**src/rtl/exe_pkg.sv**
```systemverilog
`default_nettype none
// ============================================================================
// Module   : exe_pkg
// Purpose  : Shared definitions for the execute-to-writeback stage:
//            ALU function codes, flag encodings, writeback entry type and
//            small decode helpers.
// Revision : 1.0 - initial release
// ============================================================================
package exe_pkg;

  // ALU function codes carried on CtrlFunc
  localparam logic [3:0] FN_AND   = 4'b0000;
  localparam logic [3:0] FN_OR    = 4'b0001;
  localparam logic [3:0] FN_XOR   = 4'b0010;
  localparam logic [3:0] FN_ADD   = 4'b0011;
  localparam logic [3:0] FN_SUB   = 4'b0100;
  localparam logic [3:0] FN_CMP   = 4'b0101;
  localparam logic [3:0] FN_NOT   = 4'b0110;
  localparam logic [3:0] FN_SHL16 = 4'b0111;
  localparam logic [3:0] FN_MUL   = 4'b1000;

  // ALU flag encodings
  localparam logic [1:0] FLG_POS  = 2'b00;
  localparam logic [1:0] FLG_ZERO = 2'b01;
  localparam logic [1:0] FLG_NEG  = 2'b10;

  // Widest register-file address the entry type can carry; the stage
  // zero-extends its REG_AW-bit address into this field.
  localparam int WB_AW_MAX = 8;

  typedef struct packed {
    logic [WB_AW_MAX-1:0] addr;
    logic [31:0]          data;
  } wb_entry_t;

  // Codes above FN_MUL are unassigned.
  function automatic logic fn_is_illegal(input logic [3:0] fn);
    return (fn > FN_MUL);
  endfunction

  // Everything legal except CMP produces a register write.
  function automatic logic fn_writes_reg(input logic [3:0] fn);
    return (fn != FN_CMP) && !fn_is_illegal(fn);
  endfunction

endpackage
`default_nettype wire

```
**src/rtl/wb_skid_fifo.sv**
```systemverilog
`default_nettype none
// ============================================================================
// Module   : wb_skid_fifo
// Purpose  : Two-entry FIFO with a fixed head slot. entry0_q is always the
//            head, so the output is a plain register with no read mux.
// Ports    : clk, rst     - clock, synchronous active-high reset
//            push_i/din_i - write request and data (ignored when full)
//            pop_i        - read request (ignored when empty)
//            dout_o       - head entry
//            count_o      - occupancy 0..2
// Revision : 1.0 - initial release
// ============================================================================
module wb_skid_fifo #(
  parameter int WIDTH = 32
) (
  input  logic             clk,
  input  logic             rst,
  input  logic             push_i,
  input  logic [WIDTH-1:0] din_i,
  input  logic             pop_i,
  output logic [WIDTH-1:0] dout_o,
  output logic [1:0]       count_o
);

  logic [WIDTH-1:0] entry0_q;
  logic [WIDTH-1:0] entry1_q;
  logic [1:0]       count_q;
  logic             do_push;
  logic             do_pop;

  assign do_push = push_i && (count_q != 2'd2);
  assign do_pop  = pop_i  && (count_q != 2'd0);

  always_ff @(posedge clk) begin
    if (rst) begin
      entry0_q <= '0;
      entry1_q <= '0;
      count_q  <= 2'd0;
    end else begin
      if (do_pop) begin
        // Advance the tail into the head; at count 1 a simultaneous push
        // lands directly in the head slot.
        if (count_q == 2'd2) begin
          entry0_q <= entry1_q;
        end else if (do_push) begin
          entry0_q <= din_i;
        end
      end else if (do_push) begin
        if (count_q == 2'd0) begin
          entry0_q <= din_i;
        end else begin
          entry1_q <= din_i;
        end
      end
      count_q <= count_q + {1'b0, do_push} - {1'b0, do_pop};
    end
  end

  assign dout_o  = entry0_q;
  assign count_o = count_q;

endmodule
`default_nettype wire

```
**src/rtl/exe_wb_stage.sv**
```systemverilog
`default_nettype none
// ============================================================================
// Module   : exe_wb_stage
// Purpose  : Execute-to-writeback stage behind the 32-bit ALU. Register
//            writes are buffered in a 2-entry FIFO and drained to the
//            register file; CMP ops update the architectural flag register
//            that drives the branch-condition outputs.
// Ports    : clk, rst                 - clock, synchronous active-high reset
//            InValid/InReady          - ALU-side handshake
//            Result, Flags, CtrlFunc, RdAddr - ALU op fields
//            WbValid/WbReady, WbAddr, WbData - register-file write port
//            FlagReg, FlagValid, CondEq/Lt/Gt - flag state and decode
//            IllegalOp                - sticky illegal-code indicator
//            RetireCnt                - completed writeback count (wraps)
// Revision : 1.0 - initial release
// ============================================================================
module exe_wb_stage
  import exe_pkg::*;
#(
  parameter int REG_AW = 4,
  parameter int CNT_W  = 16
) (
  input  logic              clk,
  input  logic              rst,
  input  logic              InValid,
  output logic              InReady,
  input  logic [31:0]       Result,
  input  logic [1:0]        Flags,
  input  logic [3:0]        CtrlFunc,
  input  logic [REG_AW-1:0] RdAddr,
  output logic              WbValid,
  input  logic              WbReady,
  output logic [REG_AW-1:0] WbAddr,
  output logic [31:0]       WbData,
  output logic [1:0]        FlagReg,
  output logic              FlagValid,
  output logic              CondEq,
  output logic              CondLt,
  output logic              CondGt,
  output logic              IllegalOp,
  output logic [CNT_W-1:0]  RetireCnt
);

  localparam int ENTRY_W = $bits(wb_entry_t);

  logic             accept;
  logic             push;
  logic             pop;
  wb_entry_t        push_entry;
  wb_entry_t        head_entry;
  logic [1:0]       count;
  logic             unused_head_addr;

  logic [1:0]       flag_q;
  logic             flag_valid_q;
  logic             illegal_q;
  logic [CNT_W-1:0] retire_q;

  assign accept = InValid && InReady;
  assign push   = accept && fn_writes_reg(CtrlFunc);
  // Masking with rst keeps the register file from seeing a write while
  // buffered entries are being discarded.
  assign WbValid = (count != 2'd0) && !rst;
  assign pop     = WbValid && WbReady;
  assign InReady = (count != 2'd2);

  assign push_entry.addr = WB_AW_MAX'(RdAddr);
  assign push_entry.data = Result;

  wb_skid_fifo #(
    .WIDTH (ENTRY_W)
  ) u_fifo (
    .clk     (clk),
    .rst     (rst),
    .push_i  (push),
    .din_i   (push_entry),
    .pop_i   (pop),
    .dout_o  (head_entry),
    .count_o (count)
  );

  assign WbAddr = head_entry.addr[REG_AW-1:0];
  assign WbData = head_entry.data;
  // Upper address bits are always zero; fold them so they are not dangling.
  assign unused_head_addr = ^head_entry.addr;

  always_ff @(posedge clk) begin
    if (rst) begin
      flag_q       <= FLG_POS;
      flag_valid_q <= 1'b0;
      illegal_q    <= 1'b0;
      retire_q     <= '0;
    end else begin
      if (accept && (CtrlFunc == FN_CMP)) begin
        flag_q       <= Flags;
        flag_valid_q <= 1'b1;
      end
      if (accept && fn_is_illegal(CtrlFunc)) begin
        illegal_q <= 1'b1;
      end
      if (pop) begin
        retire_q <= retire_q + 1'b1;
      end
    end
  end

  assign FlagReg   = flag_q;
  assign FlagValid = flag_valid_q;
  assign IllegalOp = illegal_q;
  assign RetireCnt = retire_q;

  // Flag value 11 matches none of these, so all conditions read 0.
  assign CondEq = flag_valid_q && (flag_q == FLG_ZERO);
  assign CondLt = flag_valid_q && (flag_q == FLG_NEG);
  assign CondGt = flag_valid_q && (flag_q == FLG_POS);

endmodule
`default_nettype wire

```
**config.mk**
```make
export PLATFORM = sky130hd
export DESIGN_NAME = exe_wb_stage
export DESIGN_NICKNAME = d
export VERILOG_FILES = /design/src/rtl/exe_pkg.sv /design/src/rtl/wb_skid_fifo.sv /design/src/rtl/exe_wb_stage.sv
export SDC_FILE = /design/constraint.sdc
export NUM_CORES = 1
export LEC_CHECK = 0
export CAP_MARGIN = 5
export CORE_ASPECT_RATIO = 0.7
export CORE_MARGIN = 1
export CORE_UTILIZATION = 40
export CTS_CLUSTER_DIAMETER = 30
export CTS_CLUSTER_SIZE = 40
export DETAILED_ROUTE_END_ITERATION = 8
export PLACE_DENSITY = 0.67
export SETUP_SLACK_MARGIN = 0.05
export SLEW_MARGIN = 10
export SYNTH_ARGS = -nofsm -noshare
export SYNTH_HDL_FRONTEND = slang
export SYNTH_SLANG_ARGS = --single-unit
```
**constraint.sdc**
```tcl
create_clock -name clk -period 2.1 [get_ports clk]
set_clock_uncertainty 0.15 [all_clocks]
set_input_delay 0.21 -clock clk [delete_from_list [all_inputs] [get_ports clk]]
set_output_delay 0.21 -clock clk [all_outputs]
set_load 0.05 [all_outputs]
```
Yosys cells after proc, flatten, opt, wreduce, memory -nomap -nowiden

Cells that the tools add are included.

$add $sub $neg: 3
$lt $le $gt $ge: 1
Eq/ne operators: 6
Mux-type cells: 5
Bitwise operators: 2
Reduce and logical (&&, ||, !) cells: 22

Operators with widths:

| cell                  | count |
|---|---|
| $mux 36               | 5 |
| $add 16x1->16 const B | 1 |
| $logic_and 1x1->1     | 12 |
| $reduce_bool 2->1     | 4 |
| $reduce_and 3->1      | 2 |
| $eq 2x2->1 const B    | 2 |
| $eq 4x3->1 const B    | 1 |
| $gt 4x4->1 const B    | 1 |
| $logic_not 2->1       | 2 |
| $ne 4x3->1 const B    | 1 |
| $add 2x1->2           | 1 |
| $eq 2x1->1 const B    | 1 |
| $logic_not 1->1       | 2 |
| $ne 2x2->1 const B    | 1 |
| $not 1->1             | 2 |
| $sub 2x1->2           | 1 |

Register bits after elaboration: 94
Output and inout bits: 61
Word-level logic and storage cells: 46

Depth between registers and ports, before layout

Depth after elaboration: 8
Mapped depth: 9
Mapped depth without buffers: 8

Modules after synthesis

From an unflattened synthesis, not the netlist that was laid out.

Cell total of the unflattened synthesis: 540
Area, all modules: 4682.0 um2

By module, submodules not included:

| module       | times used | cells an instance | area each (um2) | seq. area each (um2) |
|---|---|---|---|---|
| wb_skid_fifo | 1          | 425               | 3703.6          | 1641.6 |
| exe_wb_stage | 1          | 115               | 978.4           | 400.4 |

Worst setup path after synthesis

No wires, ideal clock.

Path kind: register to output
Start: register flag_valid_q, in the netlist FlagValid
End: output CondEq
Arrival: 1958 ps
Data required time: 1740 ps
Setup slack: -218 ps
Stages on the path, launching flop included: 3
Cells stage by stage: dfxtp_1 > inv_1 > nor3b_1

Word-level cells in the longest chain between the ends: 1

RTL lines:

| element                | line                | source |
|---|---|---|
| start, declared        | exe_wb_stage.sv:55  | `logic flag_valid_q;` |
| start signal, assigned | exe_wb_stage.sv:90  | `flag_valid_q <= 1'b0;` |
| start signal, assigned | exe_wb_stage.sv:96  | `flag_valid_q <= 1'b1;` |
| $logic_and 1x1->1      | exe_wb_stage.sv:113 | `assign CondEq = flag_valid_q && (flag_q == FLG_ZERO);` |
| end, declared          | exe_wb_stage.sv:37  | `output logic CondEq,` |

Every way passes these cells.

Worst setup path after layout

Start: register retire_q[0], in the netlist RetireCnt[0]
End: register retire_q[14], in the netlist RetireCnt[14]

Word-level cells in the longest chain between the ends: 1

RTL lines:

| element                | line                | source |
|---|---|---|
| start, declared        | exe_wb_stage.sv:57  | `logic [CNT_W-1:0] retire_q;` |
| start signal, assigned | exe_wb_stage.sv:102 | `retire_q <= retire_q + 1'b1;` |
| $add 16x1->16          | exe_wb_stage.sv:102 |  |

Every way passes these cells.
A chain may end at the register's enable or synchronous reset.

==> flow_summary.json <==
{
  "mostFrequentLayoutCells": "clkdlybuf4s50_1, dfxtp_1, nor2_1",
  "antenna_found_initial": 0,
  "worstPathMaxFanout": 5,
  "mostFrequentLayoutCell": "clkdlybuf4s50_1",
  "finalSetupViolations": 0,
  "htreeDepth": 3,
  "grt_pass1_vias": 3649,
  "final_nets": 650,
  "clock_sinks": 94,
  "synth_edf_count": 0,
  "cp_data_required_time_ns": 2.18,
  "via_per_inst": 5.12,
  "slew_violations": 0,
  "ys.warnings.count": 0,
  "diodes": 0,
  "syn_to_final_growth_pct": 39.0,
  "grt_pass1_wl_um": 18300,
  "endpoint_kind": "register",
  "period_minus_slack_ns": 1.98,
  "die_h_um": 90.0,
  "dieArea_mm2": 0.0115,
  "numCtsBuffers": 9,
  "final_antenna_net_count": 0,
  "remaining_drc_errors": 0,
  "path_clk_slew_ns": 0.06,
  "ios": 107,
  "yosysSeqAreaShare_pct": 42.5,
  "status": "complete, no violations",
  "critPathLaunch": "RetireCnt[0]",
  "cts_buffer_depth": 2,
  "dp_hpwl_um": 7310,
  "crit_arrival_ns": 2.06,
  "drt_iter0_drc": 314,
  "synth_cells": 495,
  "synth_area_mm2": 0.00443,
  "grt_start_max_net_pins": 130,
  "start_util_pct": 42.0,
  "hold_start": "rst",
  "rsz0062_at_grt": "no",
  "num_vias": 3863,
  "dieWidth_um": 128,
  "synthArstFlopShare_pct": 0,
  "wl_um": 11300,
  "crit_type": "register to register",
  "maxSlewHeadroom_pct": 60.6,
  "gp_congestion": 0.803,
  "grt-ovfl-total": 0,
  "maxCapViolCount": 0,
  "cts_tree": "done",
  "grt_util_all_layers_pct": 20.1,
  "yosys_register_bits": 94,
  "numPortBuffers": 106,
  "r2r-start": "RetireCnt[0]",
  "power_uw": 5970,
  "drt_pass1_iterations": 4,
  "ys_types": 40,
  "post_cts_buffers": 0,
  "hold_class": "input port to register",
  "syn_nets": 544,
  "fin_crit_sh_pct": 94.4,
  "yosys_most_used_dff": "dfxtp_1",
  "finalHoldViolations": 0,
  "rows": 31,
  "start_kind": "register",
  "power_leakage_uw": 0.00222,
  "drive_above_1_share_pct": 11.4,
  "whs_ns": 0.264,
  "peakVddDrop_v": 0.000671,
  "coreArea_mm2": 0.0106,
  "worst_pin_slew_ns": 0.591,
  "worstSkewPairLatency_ns": 0.34,
  "avgRoutedWirePerCell_um": 15.0,
  "ctsRootBufferMaster": "clkbuf_16",
  "max_freq_mhz": 505,
  "avgSynthCellArea_um2": 8.95,
  "cellPowerDensity_mw_per_mm2": 970
}
cell usage after synthesis, drive strengths merged (2+ instances only):
| cell type | count | area, um^2 |
|---|---|---|
| a21oi | 44 | 220 |
| and3 | 3 | 18.8 |
| buf | 13 | 65.1 |
| clkbuf | 21 | 78.8 |
| dfxtp | 94 | 1880 |
| ha | 3 | 37.5 |
| inv | 8 | 30.0 |
| mux2 | 37 | 417 |
| mux2i | 38 | 380 |
| nand2 | 5 | 18.8 |
| nand2b | 5 | 31.3 |
| nand3 | 45 | 225 |
| nand4 | 5 | 31.3 |
| nor2 | 55 | 206 |
| nor2b | 40 | 250 |
| nor3 | 3 | 15.0 |
| nor4 | 2 | 12.5 |
| o21a | 2 | 15.0 |
| o21ai | 39 | 195 |
| o22ai | 2 | 18.8 |
| o31ai | 3 | 22.5 |
| or2 | 2 | 12.5 |
| or3 | 2 | 12.5 |
| or4 | 4 | 33.8 |
| xnor2 | 7 | 61.3 |
| xor2 | 4 | 35.0 |
where the power goes:
group	switching (uW)	internal (uW)	total [uW]
Clock	691	1080	1770
Sequential	138	1990	2130
Combinational	1240	825	2070
Total	2070	3900	5970
per-layer routing:
layer / track usage (%) / share of wire, % / wire (um) / vias up
li1: - / - / - / 1939
met1: 28.8 / 52 / 5850 / 1818
met2: 29.7 / 42 / 4730 / 101
met3: 6.79 / 6.1 / 694 / 5
met4: 2.65 / 0.52 / 59 / 0
met5: 0 / 0 / 0 / -
critical path, stage by stage (launching register included):
cell     delay, ns
dfxtp_4       0.37
ha_1          0.19
nand3_1       0.13
or4_4         0.47
nor3_2        0.21
mux2_1        0.35
sequential cells by signal, summed over array words and instances (netlist names):
signal / flops
FlagReg: 2
FlagValid: 1
IllegalOp: 1
RetireCnt: 16
u_fifo.count_o: 2
u_fifo.dout_o: 36
u_fifo.entry1_q: 36
final timing paths:
path	end	slack, ns	cells after the start
worst min-delay path	RetireCnt[10]	0.26	3
worst max-delay path	RetireCnt[14]	0.12	5
worst max register to register	RetireCnt[14]	0.12	5
worst min register to register	u_fifo.entry1_q[29]	0.33	2
final cells by class:
class                           instances  area, um^2
Inverter                                8        30.0
Sequential cell                        94        1900
Timing Repair Buffer                  129        1300
Tap cell                              148         185
Clock buffer                           11         243
Clock inverter                          5        81.3
Multi-Input combinational cell        359        2410
Fill cell                             927        4400
through the flow:
stage	std cells	utilization (%)	cell area, um^2	worst slack, ns	TNS (ns)
floorplan	495	-	4460	0.0709	0
global placement	737	55.1	5820	-0.150	-5.37
detailed placement	737	55.1	5820	-0.221	-8.43
CTS	754	58.3	6150	0.0569	0
global route	754	58.3	6150	0.0617	0
finish	754	58.3	6150	0.118	0
kinds of logic (layout without fill, tap and decap cells):
kind of cell,after synthesis,in the layout,synth area share (%)
buf+inv,42,153,3.93
xor+xnor,11,11,2.18
fa+ha+maj,3,3,0.848
simple gates,175,175,20.4
mux,75,75,18.0
compound gates,95,95,12.2
flops,94,94,42.5
what timing repair did:
item | CTS | global route
endpoints found under the hold margin | 2 | 0
hold buffers | 1 | 0
setup endpoints to repair | 4 | 1
resized for setup | 5 | 1
(Power assumes the default switching activity.)
